===== src/rtl/kicp_mem_pkg.sv =====
// Shared definitions for the accelerator SRAM arbiter.
//   - Memory op encodings carried on each requester's 2-bit op field.
//   - Requester slot indices (slot index doubles as fixed priority rank).
//   - Arbiter FSM state encoding.
//   - Helpers: op validity test and round-robin pointer advance.
package kicp_mem_pkg;

  localparam logic [1:0] MEM_OP_NONE  = 2'b00;
  localparam logic [1:0] MEM_OP_READ  = 2'b01;
  localparam logic [1:0] MEM_OP_WRITE = 2'b11;

  localparam int REQ_WB    = 0;
  localparam int REQ_MMUL  = 1;
  localparam int REQ_MCONV = 2;

  typedef enum logic [1:0] {
    ST_IDLE    = 2'd0,
    ST_ACCESS  = 2'd1,
    ST_CAPTURE = 2'd2,
    ST_DONE    = 2'd3
  } arb_state_e;

  // 2'b10 is reserved and behaves like "no request".
  function automatic logic op_is_valid(input logic [1:0] op);
    return (op == MEM_OP_READ) || (op == MEM_OP_WRITE);
  endfunction

  // Slot after the winner, modulo 3, so the winner becomes lowest priority.
  function automatic logic [1:0] ptr_after(input logic [2:0] win_oh);
    logic [1:0] nxt;
    nxt = 2'd0;
    if (win_oh[0]) nxt = 2'd1;
    else if (win_oh[1]) nxt = 2'd2;
    return nxt;
  endfunction

endpackage


===== src/rtl/kicp_req_picker.sv =====
// Combinational 3-way request picker.
// Ports:
//   valid     in  3  per-slot request valid
//   start     in  2  slot searched first (0..2); 3 is treated as 0
//   win_oh    out 3  one-hot winner, 0 when nothing is valid
//   any_valid out 1  at least one slot is requesting
// The search order is start, start+1, start+2 (mod 3); start=0 gives
// fixed priority slot0 > slot1 > slot2.
module kicp_req_picker (
  input  logic [2:0] valid,
  input  logic [1:0] start,
  output logic [2:0] win_oh,
  output logic       any_valid
);

  function automatic logic [2:0] first_of(input logic [2:0] v,
                                          input logic [1:0] a,
                                          input logic [1:0] b,
                                          input logic [1:0] c);
    logic [2:0] oh;
    oh = 3'b000;
    if (v[a])      oh[a] = 1'b1;
    else if (v[b]) oh[b] = 1'b1;
    else if (v[c]) oh[c] = 1'b1;
    return oh;
  endfunction

  always_comb begin
    win_oh = 3'b000;
    case (start)
      2'd1:    win_oh = first_of(valid, 2'd1, 2'd2, 2'd0);
      2'd2:    win_oh = first_of(valid, 2'd2, 2'd0, 2'd1);
      default: win_oh = first_of(valid, 2'd0, 2'd1, 2'd2);
    endcase
  end

  assign any_valid = |valid;

endmodule


===== src/rtl/kicp_sram_arbiter.sv =====
// Single-port accelerator SRAM (256 x 32) arbiter for three requesters:
// Wishbone DMA (slot 0), matmul core (slot 1), convolution core (slot 2).
// Each access walks IDLE -> ACCESS -> CAPTURE -> DONE -> IDLE, so one op
// completes every 4 cycles at best and req_done rises 3 cycles after the
// request is sampled in IDLE.
// Build option:
//   KICP_ARB_RR_EN  defined   -> round-robin arbitration
//                   undefined -> fixed priority slot0 > slot1 > slot2
// Ports:
//   clk, reset             clock, synchronous active-high reset
//   req_op/addr/wdata      packed per-requester op (2b), word address, write data
//   req_done               one-cycle one-hot completion pulse to the served slot
//   rd_data                last read word, held until the next read completes
//   grant                  one-hot owner of the in-flight access, 0 when idle
//   busy                   high outside IDLE
//   sram_en/we/addr/wdata  SRAM EN0/WE0/A0/Di0
//   sram_rdata             SRAM Do0
module kicp_sram_arbiter
  import kicp_mem_pkg::*;
#(
  parameter int AWIDTH = 8,
  parameter int NREQ   = 3
) (
  input  logic                   clk,
  input  logic                   reset,
  input  logic [2*NREQ-1:0]      req_op,
  input  logic [AWIDTH*NREQ-1:0] req_addr,
  input  logic [32*NREQ-1:0]     req_wdata,
  output logic [NREQ-1:0]        req_done,
  output logic [31:0]            rd_data,
  output logic [NREQ-1:0]        grant,
  output logic                   busy,
  output logic                   sram_en,
  output logic [3:0]             sram_we,
  output logic [AWIDTH-1:0]      sram_addr,
  output logic [31:0]            sram_wdata,
  input  logic [31:0]            sram_rdata
);

  arb_state_e state, state_next;

  logic [NREQ-1:0]   req_vld;
  logic [NREQ-1:0]   pick_oh;
  logic              pick_any;
  logic [1:0]        start_ptr;

  logic [1:0]        sel_op;
  logic [AWIDTH-1:0] sel_addr;
  logic [31:0]       sel_wdata;

  // Latched request, stable for the whole access regardless of inputs.
  logic [NREQ-1:0]   win_oh_p0;
  logic [1:0]        op_p0;
  logic [AWIDTH-1:0] addr_p0;
  logic [31:0]       wdata_p0;

  always_comb begin
    for (int i = 0; i < NREQ; i++) begin
      req_vld[i] = op_is_valid(req_op[2*i +: 2]);
    end
  end

  kicp_req_picker u_picker (
    .valid     (req_vld),
    .start     (start_ptr),
    .win_oh    (pick_oh),
    .any_valid (pick_any)
  );

`ifdef KICP_ARB_RR_EN
  logic [1:0] rr_ptr;

  // Advance past the winner as the access is accepted.
  always_ff @(posedge clk) begin
    if (reset) begin
      rr_ptr <= 2'd0;
    end else if (state == ST_IDLE && pick_any) begin
      rr_ptr <= ptr_after(pick_oh);
    end
  end

  assign start_ptr = rr_ptr;
`else
  assign start_ptr = 2'd0;
`endif

  always_comb begin
    sel_op    = MEM_OP_NONE;
    sel_addr  = '0;
    sel_wdata = '0;
    for (int i = 0; i < NREQ; i++) begin
      if (pick_oh[i]) begin
        sel_op    = req_op[2*i +: 2];
        sel_addr  = req_addr[AWIDTH*i +: AWIDTH];
        sel_wdata = req_wdata[32*i +: 32];
      end
    end
  end

  always_ff @(posedge clk) begin
    if (reset) begin
      state <= ST_IDLE;
    end else begin
      state <= state_next;
    end
  end

  always_comb begin
    state_next = state;
    case (state)
      ST_IDLE:    if (pick_any) state_next = ST_ACCESS;
      ST_ACCESS:  state_next = ST_CAPTURE;
      ST_CAPTURE: state_next = ST_DONE;
      ST_DONE:    state_next = ST_IDLE;
      default:    state_next = ST_IDLE;
    endcase
  end

  // Stage p0: request capture on the IDLE -> ACCESS edge
  always_ff @(posedge clk) begin
    if (reset) begin
      win_oh_p0 <= '0;
      op_p0     <= MEM_OP_NONE;
      addr_p0   <= '0;
      wdata_p0  <= '0;
    end else if (state == ST_IDLE && pick_any) begin
      win_oh_p0 <= pick_oh;
      op_p0     <= sel_op;
      addr_p0   <= sel_addr;
      wdata_p0  <= sel_wdata;
    end
  end

  // Stage p1: SRAM read data lands one cycle after the ACCESS edge
  always_ff @(posedge clk) begin
    if (reset) begin
      rd_data <= '0;
    end else if (state == ST_CAPTURE && op_p0 == MEM_OP_READ) begin
      rd_data <= sram_rdata;
    end
  end

  always_comb begin
    busy       = (state != ST_IDLE);
    grant      = (state != ST_IDLE) ? win_oh_p0 : '0;
    req_done   = (state == ST_DONE) ? win_oh_p0 : '0;
    sram_en    = (state == ST_ACCESS);
    sram_we    = (state == ST_ACCESS && op_p0 == MEM_OP_WRITE) ? 4'hF : 4'h0;
    sram_addr  = addr_p0;
    sram_wdata = wdata_p0;
  end

endmodule

===== config.mk =====
export PLATFORM = sky130hd
export DESIGN_NAME = kicp_sram_arbiter
export DESIGN_NICKNAME = d
export VERILOG_FILES = /design/src/rtl/kicp_mem_pkg.sv /design/src/rtl/kicp_req_picker.sv /design/src/rtl/kicp_sram_arbiter.sv
export SDC_FILE = /design/constraint.sdc
export NUM_CORES = 1
export LEC_CHECK = 0
export CORE_UTILIZATION = 36
export CTS_CLUSTER_DIAMETER = 30
export DETAILED_ROUTE_END_ITERATION = 12
export GPL_ROUTABILITY_DRIVEN = 0
export PLACE_DENSITY_LB_ADDON = 0.15
export RECOVER_POWER = 50
export SKIP_CTS_REPAIR_TIMING = 1
export SKIP_LAST_GASP = 1
export SLEW_MARGIN = 20
export SYNTH_ARGS = -nofsm -noshare
export SYNTH_HDL_FRONTEND = slang
export SYNTH_SLANG_ARGS = --single-unit

===== constraint.sdc =====
create_clock -name clk -period 1.8 [get_ports clk]
set_clock_uncertainty 0.1 [all_clocks]
set_input_delay 0.18 -clock clk [delete_from_list [all_inputs] [get_ports clk]]
set_output_delay 0.18 -clock clk [all_outputs]
set_load 0.005 [all_outputs]

After elaboration in Yosys (flattened, before gate mapping)
Index checks and enable logic that the tools add are counted.

Output and inout port bits: 84. Word-level logic and storage cells: 46. Input bits: 160. Register bits after elaboration: 79.

Equality and inequality tests: 12. Multiplexer cells: 19. Reductions and logical operators: 9.

Operator list (count): two-way mux 32 bit (3); two-way mux 8 bit (3); equality test 2 bit, second input constant (6); equality test 2 x 1 -> 1 bit, second input constant (5); two-way mux 2 bit (5); case mux 2 bit (4 select lines) (1); two-way mux 3 bit (2); two-way mux 1 bit (4); two-way mux 4 bit (1); logical AND 1 bit (3); logical OR 1 bit (3); OR reduction 3 bit (1); zero test 2 bit (1); != test 2 bit, second input constant (1); nonzero test 2 bit (1).

Longest topological paths before layout
Gate-level depths: netlist (run 1).

Word-level depth: 7. Depth in mapped cells: 7. Depth with buffers taken out: 5.

By module
Synthesis (run 1) repeated with hierarchy kept, for this count alone.

Cell total of the unflattened synthesis: 400. Area total of the unflattened synthesis: 3724.8 um^2.

By module, submodules not included: kicp_sram_arbiter (cells each 383, area each 3611.0 um^2, seq. area each 1581.5 um^2, instances 1); kicp_req_picker (cells each 17, area each 113.9 um^2, seq. area each 0.0 um^2, instances 1).

Least setup slack after synthesis (run 1)
No wires, ideal clock.

Kind: register -> register. Start point: reg state[0]. End point: reg rd_data[24]. Cell stages (with the launch flop): 8. Setup slack: 306 ps. Buffers on the path: 2. Required time: 1629 ps. Setup time: 71 ps. Period minus slack after synthesis: 1494 ps. Data arrival time: 1323 ps. Cell sequence: dfxtp_1 -> inv_1 -> ha_1 -> and3b_1 -> clkbuf_1 -> clkbuf_1 -> nand2_1 -> a21oi_1.

Cells in the longest elaborated chain, start to end: 2.

Ends and longest elaborated chain: from (decl) (RTL line kicp_sram_arbiter.sv:40) `arb_state_e state, state_next;`; from (signal assigned) (RTL line kicp_sram_arbiter.sv:104) `state <= state_next;`; equality test 2 bit (RTL line kicp_sram_arbiter.sv:138) `end else if (state == ST_CAPTURE && op_p0 == MEM_OP_READ) begin`; logical AND 1 bit (RTL line kicp_sram_arbiter.sv:138); to (signal assigned) (RTL line kicp_sram_arbiter.sv:139) `rd_data <= sram_rdata;`; to (decl) (RTL line kicp_sram_arbiter.sv:30) `output logic [31:0] rd_data,`.

No other way between the ends. A chain may end at the register's enable or synchronous reset.

Worst setup path in the final report (run 1)
Start point: reg state[0]. End point: out sram_we[3].

Cells in the longest elaborated chain, start to end: 3.

Ends and longest elaborated chain: equality test 2 x 1 -> 1 bit (RTL line kicp_sram_arbiter.sv:148) `sram_we = (state == ST_ACCESS && op_p0 == MEM_OP_WRITE) ? 4'hF : 4'h0;`; logical AND 1 bit (RTL line kicp_sram_arbiter.sv:148); two-way mux 4 bit (RTL line kicp_sram_arbiter.sv:148); to (decl) (RTL line kicp_sram_arbiter.sv:34) `output logic [3:0] sram_we,`.

No other way between the ends.

==> flow_results.xml, run 1 <==
<?xml version="1.0" encoding="UTF-8"?>
<metrics>
  <group name="worst_hold_path">
    <metric name="min_path_type" unit="">in2reg</metric>
  </group>
  <group name="pwr">
    <metric name="leakagePower" unit="nW">2.62</metric>
    <metric name="ir_drop" unit="V">0.000494</metric>
    <metric name="pwr_density_cell" unit="nW/um2">926</metric>
  </group>
  <group name="clock_network">
    <metric name="cts_buffers" unit="">9</metric>
    <metric name="cts_tree" unit="">done</metric>
    <metric name="clock_sink_count" unit="">79</metric>
    <metric name="cts_htree_levels" unit="">3</metric>
    <metric name="cts.root.buffer_cell" unit="">clkbuf_8</metric>
    <metric name="clk_latency" unit="ns">0.34</metric>
    <metric name="clockBufferDepth" unit="">2</metric>
    <metric name="clkSlewWorstSetupHoldPaths" unit="ns">0.09</metric>
  </group>
  <group name="timing">
    <metric name="setup_slack_of_the_critical_path_after_layout" unit="ns">-0.131</metric>
    <metric name="setup_tns" unit="ns">-4.49</metric>
    <metric name="hold_viol_final" unit="">0</metric>
    <metric name="setup_viol_count_final" unit="">43</metric>
    <metric name="period_share" unit="">1.07</metric>
    <metric name="setup_repair_after_global_routing_missed_its_margin" unit="">true</metric>
    <metric name="time_the_final_worst_path_needs_with_i_o_delays_and_setup" unit="ns">1.93</metric>
    <metric name="maxSlewViolCount" unit="">0</metric>
    <metric name="worst-slew-pin-transition" unit="ns">0.915</metric>
    <metric name="fmax" unit="GHz">0.518</metric>
    <metric name="worst_slew_margin_rel" unit="">0.385</metric>
  </group>
  <group name="worst_setup_path">
    <metric name="worst_reg2reg_path_endpoint" unit="">sram_wdata[9]</metric>
    <metric name="critical_path.endpoint" unit="">sram_we[3]</metric>
    <metric name="worst-endpoint-required" unit="ns">1.52</metric>
    <metric name="worst_r2r_path_depth" unit="">5</metric>
    <metric name="arrival_time_at_the_worst_endpoint" unit="ns">1.65</metric>
    <metric name="worst_setup_path_startpoint" unit="">state[0]</metric>
    <metric name="reg_to_reg_critical_path_startpoint" unit="">state[0]</metric>
    <metric name="timing.setup.critical_path_class" unit="">reg2out</metric>
    <metric name="worstSetupStartpointType" unit="">flip-flop</metric>
    <metric name="worst_path_max_delay_cell" unit="">clkdlybuf4s50_1</metric>
    <metric name="setup.worst_path.end_class" unit="">primary output</metric>
    <metric name="reg2reg_slack" unit="ns">0.07</metric>
    <metric name="crit_fanout" unit="">4</metric>
    <metric name="max_stage_delay" unit="ns">0.50</metric>
    <metric name="crit_chain" unit="">buf_4, ha_1, and3_4, clkdlybuf4s50_1</metric>
  </group>
  <group name="floorplan">
    <metric name="die_ar" unit="um2">10200</metric>
    <metric name="placementRows" unit="">35</metric>
    <metric name="die_x" unit="um">101</metric>
    <metric name="die_h" unit="um">101</metric>
    <metric name="ios" unit="">244</metric>
    <metric name="starting_utilization_of_the_core_area" unit="">0.378</metric>
    <metric name="core" unit="um2">9370</metric>
  </group>
  <group name="global_routing">
    <metric name="overflow" unit="">0</metric>
    <metric name="grt.total_usage" unit="">0.221</metric>
    <metric name="first_global_vias" unit="">3779</metric>
    <metric name="grt_first_pass_wirelength" unit="mm">17.7</metric>
    <metric name="antenna_found_initial" unit="">0</metric>
    <metric name="grt_start_max_net_pins" unit="">73</metric>
  </group>
  <group name="synth">
    <metric name="yosys_most_used_dff" unit="">dfxtp_1</metric>
    <metric name="synthDominantAreaCellType" unit="">dfxtp_1</metric>
    <metric name="synth.avg_cell_area" unit="um2">9.32</metric>
    <metric name="synthDominantCellAreaShare" unit="">0.447</metric>
    <metric name="synth.ff_latch_count" unit="">79</metric>
    <metric name="seq_area_frac_synth" unit="">0.447</metric>
    <metric name="synth_enable_flop_cells" unit="">0</metric>
    <metric name="synth_warnings" unit="">0</metric>
    <metric name="yosysUniqueCellTypes" unit="">29</metric>
    <metric name="postSynthCellCount" unit="">380</metric>
    <metric name="synth.cells.most_frequent" unit="">79 x dfxtp_1, 64 x nand2_1, 41 x a221o_1, 41 x a32o_1, 41 x nand2b_1</metric>
    <metric name="post_synth_instance_area" unit="um2">3540</metric>
    <metric name="synthMostInstantiatedCell" unit="">dfxtp_1</metric>
    <metric name="asyncSetResetFlopFracSynth" unit="">0</metric>
    <metric name="yosys-top-cells-area" unit="">dfxtp_1 45%, a221o_1 12%, a32o_1 12%, nand2b_1 7.2%, nand2_1 6.8%</metric>
    <metric name="syn-num-nets" unit="">544</metric>
  </group>
  <group name="placed_design">
    <metric name="numPortBuffers" unit="">243</metric>
    <metric name="detailedPlacementHpwl" unit="mm">8.51</metric>
    <metric name="dpl_cell_area" unit="um2">6070</metric>
  </group>
  <group name="route">
    <metric name="dr.pass1.iters" unit="">4</metric>
    <metric name="routed_wire_length_per_instance" unit="um">16.2</metric>
    <metric name="drtIter0Drc" unit="">79</metric>
    <metric name="drt.antenna.violating_nets" unit="">0</metric>
    <metric name="drcViolationCount" unit="">0</metric>
    <metric name="drt_wl_total" unit="mm">12.0</metric>
    <metric name="route.vias.total" unit="">3914</metric>
    <metric name="viasPerCell" unit="">5.27</metric>
  </group>
  <group name="layout">
    <metric name="post_route_cells_drive_above_1_share" unit="">0.0636</metric>
    <metric name="n_antenna_cell" unit="">0</metric>
    <metric name="layout-area-overhead-vs-synth" unit="%">79.5</metric>
    <metric name="stdcell_area" unit="um2">6360</metric>
    <metric name="layout.nets" unit="">772</metric>
  </group>
  <group name="outcome">
    <metric name="failing_checks" unit="">setup timing</metric>
    <metric name="outcome" unit="">complete, but fails checks</metric>
  </group>
  <group name="job">
    <metric name="drv_cap" unit="">0</metric>
  </group>
</metrics>
## worst max-delay path: cells and delay by family, from the launching register on
family	cells	cell delay [ns]
simple gates	1	0.21
flops	1	0.34
fa+ha+maj	1	0.16
buf+inv	2	0.61
## placed cells by master, fill, tap and decap left out, drive strengths merged
| cell | n |
|---|---|
| a311oi | 1 |
| inv | 5 |
| and3 | 1 |
| and3b | 1 |
| a32o | 41 |
| clkdlybuf4s50 | 160 |
| buf | 15 |
| nor2b | 5 |
| dlygate4sd3 | 72 |
| clkinv | 2 |
| a32oi | 1 |
| nor3 | 2 |
| bufinv | 3 |
| dlymetal6s2s | 9 |
| clkinvlp | 1 |
| nand2b | 41 |
| a21oi | 34 |
| o31ai | 1 |
| and2 | 3 |
| o41ai | 1 |
| nand2 | 64 |
| nor2 | 10 |
| nand3 | 1 |
| dfxtp | 79 |
| o21ai | 1 |
| o31a | 1 |
| a221o | 41 |
| nand3b | 1 |
| a22oi | 1 |
| ha | 4 |
| clkbuf | 11 |
## layer usage
layer | GRT usage | wire [um]
met3 | 0.0835 | 1100
met5 | 0 | 0
met2 | 0.396 | 6020
met1 | 0.230 | 4590
met4 | 0.103 | 289
## power breakdown
group          internal, mW  switching (mW)  total [mW]
registers              2.08           0.155        2.23
logic                  1.18           0.857        2.04
clock network         0.926           0.689        1.62
total                  4.18            1.70        5.89
## kinds of logic after synthesis
family | count (synthesis) | synth area share
buffers and inverters | 47 | 0.0689
AO/OA/AOI/OAI | 123 | 0.297
flip-flops | 79 | 0.447
AND/OR/NAND/NOR | 127 | 0.174
adder cells (fa/ha/maj) | 4 | 0.0141
## how the worst min path moves through the flow
stage | cells past startpoint | end | start | slack (ns)
6_report | 3 | rd_data[10] | sram_rdata[10] | 0.28
3_3_place_gp | 2 | rd_data[16] | rd_data[16] | 0.34
5_1_grt | 3 | rd_data[21] | sram_rdata[21] | 0.27
4_1_cts | 4 | win_oh_p0[0] | req_op[0] | 0.23
2_1_floorplan | 2 | rd_data[0] | sram_rdata[0] | 0.22
3_5_place_dp | 2 | rd_data[29] | rd_data[29] | 0.35
## through the flow
step | setup slack [ns] | total power [mW] | utilization | hold slack, ns | instances
floorplan | 0.306 | 3.14 | - | 0.216 | 380
global placement | -0.371 | 4.38 | 0.647 | 0.341 | 724
detailed placement | -0.420 | 4.42 | 0.647 | 0.347 | 724
CTS | -0.333 | 6.05 | 0.673 | 0.232 | 740
global route | -0.193 | 6.22 | 0.678 | 0.266 | 742
finish | -0.131 | 5.89 | 0.678 | 0.275 | 742
## area by class of cell
cell class / instances / area [um2]
fill: 805 / 3020
timing repair buffer: 258 / 2590
multi-input combinational: 256 / 1760
sequential: 79 / 1580
tap: 129 / 161
clock buffer: 9 / 124
clock inverter: 7 / 120
inverter: 4 / 15.0
## state kept, by name, summed over array words and instances (netlist names)
name        cells
op_p0           2
state           2
rd_data        32
win_oh_p0       3
sram_wdata     32
sram_addr       8
(Power assumes the default switching activity.)
==> inputs of run 2 (changes only) <==
--- a/config.mk
+++ b/config.mk
@@ -10,7 +10,6 @@
 export DETAILED_ROUTE_END_ITERATION = 12
 export GPL_ROUTABILITY_DRIVEN = 0
 export PLACE_DENSITY_LB_ADDON = 0.15
-export RECOVER_POWER = 50
 export SKIP_CTS_REPAIR_TIMING = 1
 export SKIP_LAST_GASP = 1
 export SLEW_MARGIN = 20
==> run 2 against run 1 <==
Compared with the run above:
- the flow still finishes with violations (setup timing)
- register-to-register slack improved by 0.05 ns
- final cell count unchanged
- global-route usage unchanged
- total power increased by 2.3%
- count of clock-buffer cells in the layout unchanged
- die area unchanged
- core utilization increased by 0.093 points
- sequential share of layout area about the same
- critical path depth unchanged
- sequential power about the same
- maximum frequency about the same
- design area increased by 0.14%
- highest routed layer unchanged
==> flow_results.xml, run 2 (synthesis gave the netlist of run 1 again) <==
<?xml version="1.0" encoding="UTF-8"?>
<metrics>
  <group name="worst_setup_path">
    <metric name="timing.setup.critical_path_class" unit="">reg2out</metric>
    <metric name="reg_to_reg_critical_path_startpoint" unit="">state[0]</metric>
    <metric name="worst_reg2reg_path_endpoint" unit="">sram_addr[6]</metric>
    <metric name="setup.worst_path.end_class" unit="">primary output</metric>
    <metric name="worstSetupStartpointType" unit="">flip-flop</metric>
    <metric name="critical_path.endpoint" unit="">sram_we[3]</metric>
    <metric name="crit_fanout" unit="">4</metric>
    <metric name="arrival_time_at_the_worst_endpoint" unit="ns">1.65</metric>
    <metric name="reg2reg_slack" unit="ns">0.12</metric>
    <metric name="worst-endpoint-required" unit="ns">1.52</metric>
    <metric name="worst_setup_path_startpoint" unit="">state[0]</metric>
    <metric name="worst_r2r_path_depth" unit="">7</metric>
  </group>
  <group name="timing">
    <metric name="time_the_final_worst_path_needs_with_i_o_delays_and_setup" unit="ns">1.93</metric>
    <metric name="hold-worst-slack" unit="ns">0.274</metric>
    <metric name="worst-slew-pin-transition" unit="ns">0.647</metric>
    <metric name="setup_tns" unit="ns">-0.264</metric>
    <metric name="fmax" unit="GHz">0.517</metric>
    <metric name="hold_viol_final" unit="">0</metric>
    <metric name="setup_slack_of_the_critical_path_after_layout" unit="ns">-0.132</metric>
    <metric name="maxSlewViolCount" unit="">0</metric>
    <metric name="worst_slew_margin_rel" unit="">0.568</metric>
    <metric name="setup_viol_count_final" unit="">2</metric>
    <metric name="setup_repair_after_global_routing_missed_its_margin" unit="">true</metric>
    <metric name="period_share" unit="">1.07</metric>
  </group>
  <group name="layout">
    <metric name="final_cell_mix" unit="">232 x clkdlybuf4s50_1, 79 x dfxtp_1, 64 x nand2_1</metric>
    <metric name="n_antenna_cell" unit="">0</metric>
    <metric name="most_common_library_cell_in_the_layout_ignoring_fill_and_taps" unit="">clkdlybuf4s50_1</metric>
    <metric name="layout.core_utilization" unit="">0.679</metric>
    <metric name="layout-area-overhead-vs-synth" unit="%">79.8</metric>
    <metric name="layout.nets" unit="">772</metric>
    <metric name="layoutNonFillerInstCount" unit="">742</metric>
    <metric name="stdcell_area" unit="um2">6360</metric>
    <metric name="post_route_cells_drive_above_1_share" unit="">0.0669</metric>
  </group>
  <group name="clock_network">
    <metric name="cts_buffers" unit="">9</metric>
    <metric name="cts.root.buffer_cell" unit="">clkbuf_8</metric>
    <metric name="clock_sink_count" unit="">79</metric>
    <metric name="cts_tree" unit="">done</metric>
    <metric name="clkSlewWorstSetupHoldPaths" unit="ns">0.09</metric>
    <metric name="cts_htree_levels" unit="">3</metric>
    <metric name="clockBufferDepth" unit="">2</metric>
    <metric name="clk_latency" unit="ns">0.34</metric>
  </group>
  <group name="route">
    <metric name="met1_length" unit="mm">4.68</metric>
    <metric name="drt.antenna.violating_nets" unit="">0</metric>
    <metric name="drcViolationCount" unit="">0</metric>
    <metric name="dr.pass1.iters" unit="">4</metric>
    <metric name="viasPerCell" unit="">5.28</metric>
    <metric name="drt_wl_total" unit="mm">12.0</metric>
    <metric name="route.vias.total" unit="">3916</metric>
    <metric name="wl_met3" unit="mm">1.10</metric>
    <metric name="drtIter0Drc" unit="">76</metric>
    <metric name="routed.top_layer" unit="">met4</metric>
    <metric name="routed_wire_length_per_instance" unit="um">16.2</metric>
    <metric name="met2_routed_wirelength" unit="mm">5.94</metric>
  </group>
  <group name="floorplan">
    <metric name="ios" unit="">244</metric>
    <metric name="die_h" unit="um">101</metric>
    <metric name="starting_utilization_of_the_core_area" unit="">0.378</metric>
    <metric name="core" unit="um2">9370</metric>
    <metric name="die_ar" unit="um2">10200</metric>
    <metric name="placementRows" unit="">35</metric>
    <metric name="die_x" unit="um">101</metric>
  </group>
  <group name="placed_design">
    <metric name="dpl_cell_area" unit="um2">6070</metric>
    <metric name="numPortBuffers" unit="">243</metric>
    <metric name="total_instance_count_after_detailed_placement" unit="">724</metric>
    <metric name="detailedPlacementHpwl" unit="mm">8.51</metric>
  </group>
  <group name="worst_hold_path">
    <metric name="min_delay_startpoint" unit="">sram_rdata[10]</metric>
    <metric name="min_path_type" unit="">in2reg</metric>
  </group>
  <group name="pwr">
    <metric name="leakagePower" unit="nW">2.41</metric>
    <metric name="pwr_density_cell" unit="nW/um2">946</metric>
    <metric name="ir_drop" unit="V">0.000502</metric>
  </group>
  <group name="global_routing">
    <metric name="overflow" unit="">0</metric>
    <metric name="grt.total_usage" unit="">0.221</metric>
    <metric name="grt_first_pass_wirelength" unit="mm">17.7</metric>
    <metric name="grt_start_max_net_pins" unit="">73</metric>
    <metric name="first_global_vias" unit="">3779</metric>
    <metric name="antenna_found_initial" unit="">0</metric>
  </group>
  <group name="job">
    <metric name="drv_cap" unit="">0</metric>
  </group>
  <group name="outcome">
    <metric name="outcome" unit="">complete, but fails checks</metric>
    <metric name="failing_checks" unit="">setup timing</metric>
  </group>
</metrics>
-- run 2: cell count changes in the layout (fill, tap and decap cells not counted), sizes merged --
| cell | delta |
|---|---|
| clkdlybuf4s50 | +72 |
| dlygate4sd3 | -72 |
| buf | +2 |
| clkbuf | -2 |
-- run 2: metrics by stage --
step / worst slack [ns] / total power [mW]
floorplan: 0.306 / 3.14
global placement: -0.371 / 4.38
detailed placement: -0.420 / 4.42
CTS: -0.333 / 6.05
global route: -0.193 / 6.35
finish: -0.132 / 6.02
-- run 2: area by class of cell --
class,count,area [um2]
multi-input combinational,256,1770
clock buffer,9,124
tap,129,161
fill,804,3010
clock inverter,7,120
inverter,4,15.0
timing repair buffer,258,2590
sequential,79,1580
-- run 2: routing by layer --
metal | track usage | up-vias
met5 | 0 | -
met4 | 0.103 | 0
met3 | 0.0835 | 22
met2 | 0.396 | 165
met1 | 0.230 | 1867
li1 | - | 1862
-- run 2: worst max-delay path, stage by stage (launching register included) --
cell and delay, ns:
dfxtp_1 0.33, buf_4 0.11, ha_1 0.16, and3_4 0.21
clkdlybuf4s50_1 0.50
-- run 2: worst min path at each step --
stage | depth (start not counted) | endpoint
6_report | 3 | rd_data[10]
2_1_floorplan | 2 | rd_data[0]
3_3_place_gp | 2 | rd_data[16]
3_5_place_dp | 2 | rd_data[29]
5_1_grt | 3 | rd_data[21]
4_1_cts | 4 | win_oh_p0[0]
-- run 2: report_power, final --
group          internal (mW)  leakage [nW]  switching (mW)
logic                   1.29          1.65           0.858
clock network          0.927         0.120           0.694
registers               2.08         0.647           0.169
==> inputs of run 3 (changes only) <==
--- a/config.mk
+++ b/config.mk
@@ -5,6 +5,7 @@
 export SDC_FILE = /design/constraint.sdc
 export NUM_CORES = 1
 export LEC_CHECK = 0
+export CORE_ASPECT_RATIO = 1.2
 export CORE_UTILIZATION = 36
 export CTS_CLUSTER_DIAMETER = 30
 export DETAILED_ROUTE_END_ITERATION = 12
==> run 3 against run 2 <==
Compared with the run above:
- the flow now finishes without violations
- global-route usage up 0.92 points
- non-clock buffer count increased by 2
- worst setup slack improved by 0.24 ns
- maximum frequency increased by 14%
- die area is essentially flat
- critical path depth rose by 1
- clock power about the same
- first-iteration DRC count is 87% higher
- design area grew 0.49%
- routed wire length is 1.5% lower
- critical endpoint is now sram_we[0]
==> flow_results.xml, run 3 (synthesis gave the netlist of run 1 again) <==
<?xml version="1.0" encoding="UTF-8"?>
<metrics>
  <group name="timing">
    <metric name="setup_tns" unit="ns">0</metric>
    <metric name="setup_viol_count_final" unit="">0</metric>
    <metric name="time_the_final_worst_path_needs_with_i_o_delays_and_setup" unit="ns">1.69</metric>
    <metric name="fmax" unit="GHz">0.593</metric>
    <metric name="hold-worst-slack" unit="ns">0.159</metric>
    <metric name="worst-slew-pin-transition" unit="ns">0.580</metric>
    <metric name="setup_repair_after_global_routing_missed_its_margin" unit="">false</metric>
    <metric name="worst_slew_margin_rel" unit="">0.612</metric>
    <metric name="setup_slack_of_the_critical_path_after_layout" unit="ns">0.112</metric>
    <metric name="hold_viol_final" unit="">0</metric>
    <metric name="maxSlewViolCount" unit="">0</metric>
    <metric name="period_share" unit="">0.938</metric>
  </group>
  <group name="layout">
    <metric name="most_common_library_cell_in_the_layout_ignoring_fill_and_taps" unit="">clkdlybuf4s50_1</metric>
    <metric name="stdcell_area" unit="um2">6400</metric>
    <metric name="layout.nets" unit="">773</metric>
    <metric name="n_antenna_cell" unit="">0</metric>
    <metric name="final_cell_mix" unit="">229 x clkdlybuf4s50_1, 79 x dfxtp_1, 64 x nand2_1</metric>
    <metric name="layoutNonFillerInstCount" unit="">737</metric>
    <metric name="post_route_cells_drive_above_1_share" unit="">0.0684</metric>
    <metric name="layout-area-overhead-vs-synth" unit="%">80.6</metric>
    <metric name="layout.core_utilization" unit="">0.672</metric>
  </group>
  <group name="route">
    <metric name="route.vias.total" unit="">3897</metric>
    <metric name="drcViolationCount" unit="">0</metric>
    <metric name="dr.pass1.iters" unit="">4</metric>
    <metric name="drt.antenna.violating_nets" unit="">0</metric>
    <metric name="drtIter0Drc" unit="">142</metric>
    <metric name="routed_wire_length_per_instance" unit="um">16.0</metric>
    <metric name="drt_wl_total" unit="mm">11.8</metric>
    <metric name="viasPerCell" unit="">5.29</metric>
  </group>
  <group name="clock_network">
    <metric name="clock_sink_count" unit="">79</metric>
    <metric name="clk_latency" unit="ns">0.33</metric>
    <metric name="cts.root.buffer_cell" unit="">clkbuf_16</metric>
    <metric name="clkSlewWorstSetupHoldPaths" unit="ns">0.06</metric>
    <metric name="cts_buffers" unit="">9</metric>
    <metric name="clockBufferDepth" unit="">2</metric>
    <metric name="cts_htree_levels" unit="">3</metric>
    <metric name="cts_tree" unit="">done</metric>
  </group>
  <group name="pwr">
    <metric name="leakagePower" unit="nW">2.47</metric>
    <metric name="pwr_density_cell" unit="nW/um2">945</metric>
    <metric name="combinational_power_share" unit="">0.354</metric>
    <metric name="ir_drop" unit="V">0.000479</metric>
    <metric name="share_clk_of_total_power" unit="">0.274</metric>
    <metric name="seq_power_share" unit="">0.373</metric>
    <metric name="switching_power" unit="mW">1.74</metric>
    <metric name="sw_frac_of_total" unit="">0.287</metric>
    <metric name="power_report.internal_total" unit="mW">4.31</metric>
    <metric name="post-layout-total-power" unit="mW">6.04</metric>
  </group>
  <group name="global_routing">
    <metric name="grt_start_max_net_pins" unit="">59</metric>
    <metric name="grt.total_usage" unit="">0.231</metric>
    <metric name="overflow" unit="">0</metric>
    <metric name="grt_first_pass_wirelength" unit="mm">18.6</metric>
    <metric name="first_global_vias" unit="">3885</metric>
    <metric name="antenna_found_initial" unit="">1</metric>
  </group>
  <group name="placed_design">
    <metric name="total_instance_count_after_detailed_placement" unit="">720</metric>
    <metric name="post-place-ws" unit="ns">-0.198</metric>
    <metric name="numPortBuffers" unit="">243</metric>
    <metric name="detailedPlacementHpwl" unit="mm">8.55</metric>
    <metric name="dpl_cell_area" unit="um2">6080</metric>
  </group>
  <group name="worst_setup_path">
    <metric name="timing.setup.critical_path_class" unit="">reg2out</metric>
    <metric name="arrival_time_at_the_worst_endpoint" unit="ns">1.41</metric>
    <metric name="crit_fanout" unit="">4</metric>
    <metric name="worstSetupStartpointType" unit="">flip-flop</metric>
    <metric name="setup.worst_path.end_class" unit="">primary output</metric>
    <metric name="worst-endpoint-required" unit="ns">1.52</metric>
  </group>
  <group name="floorplan">
    <metric name="die_h" unit="um">111</metric>
    <metric name="starting_utilization_of_the_core_area" unit="">0.372</metric>
    <metric name="core" unit="um2">9520</metric>
    <metric name="ios" unit="">244</metric>
    <metric name="die_x" unit="um">92.5</metric>
    <metric name="die_ar" unit="um2">10200</metric>
    <metric name="placementRows" unit="">39</metric>
  </group>
  <group name="job">
    <metric name="drv_cap" unit="">0</metric>
  </group>
  <group name="outcome">
    <metric name="outcome" unit="">finished, final reports clean</metric>
  </group>
  <group name="worst_hold_path">
    <metric name="min_path_type" unit="">in2reg</metric>
  </group>
</metrics>
-- run 3: cell types whose count changed in the layout (fill, tap and decap cells not counted), sizes merged --
cell,change
bufinv,-3
clkdlybuf4s50,-3
dlymetal6s2s,+3
buf,+2
clkinv,+2
clkinvlp,+2
inv,-1
nor2b,-1
-- run 3: worst paths after layout --
| kind | endpoint | startpoint | cells after the start | slack [ns] |
|---|---|---|---|---|
| worst max-delay path | sram_we[0] | state[1] | 5 | 0.11 |
| worst min register to register | rd_data[27] | rd_data[27] | 2 | 0.35 |
| worst max register to register | sram_wdata[2] | state[0] | 7 | 0.16 |
| worst min-delay path | win_oh_p0[1] | req_op[0] | 4 | 0.16 |
-- run 3: area by class of cell --
class	instances	area, um2
fillers	809	3120
repair buffers	260	2630
multi-input cells	255	1740
flip-flops and latches	79	1580
clock buffers	9	225
well taps	123	154
clock inverters	7	50.0
inverters	4	15.0
-- run 3: critical path, stage by stage (launching register included) --
cell and delay (ns):
dfxtp_1 0.33, inv_1 0.06, buf_4 0.12, ha_1 0.17, and3_2 0.24, dlymetal6s2s_1 0.16
-- run 3: power by group through the flow --
stage,combinational [mW],clock [mW],sequential [mW]
after global placement,2.11,0,2.28
after CTS,2.14,1.70,2.25
after floorplan,0.833,0,2.31
after global routing,2.32,1.77,2.29
final,2.14,1.65,2.25
after detailed placement,2.13,0,2.29
-- run 3: metal layers --
| layer | up-vias | GRT usage | share of wire |
|---|---|---|---|
| met5 | - | 0 | 0.0011 |
| met4 | 2 | 0.114 | 0.029 |
| met1 | 1818 | 0.234 | 0.37 |
| met3 | 26 | 0.0744 | 0.088 |
| met2 | 182 | 0.416 | 0.51 |
| li1 | 1869 | - | - |
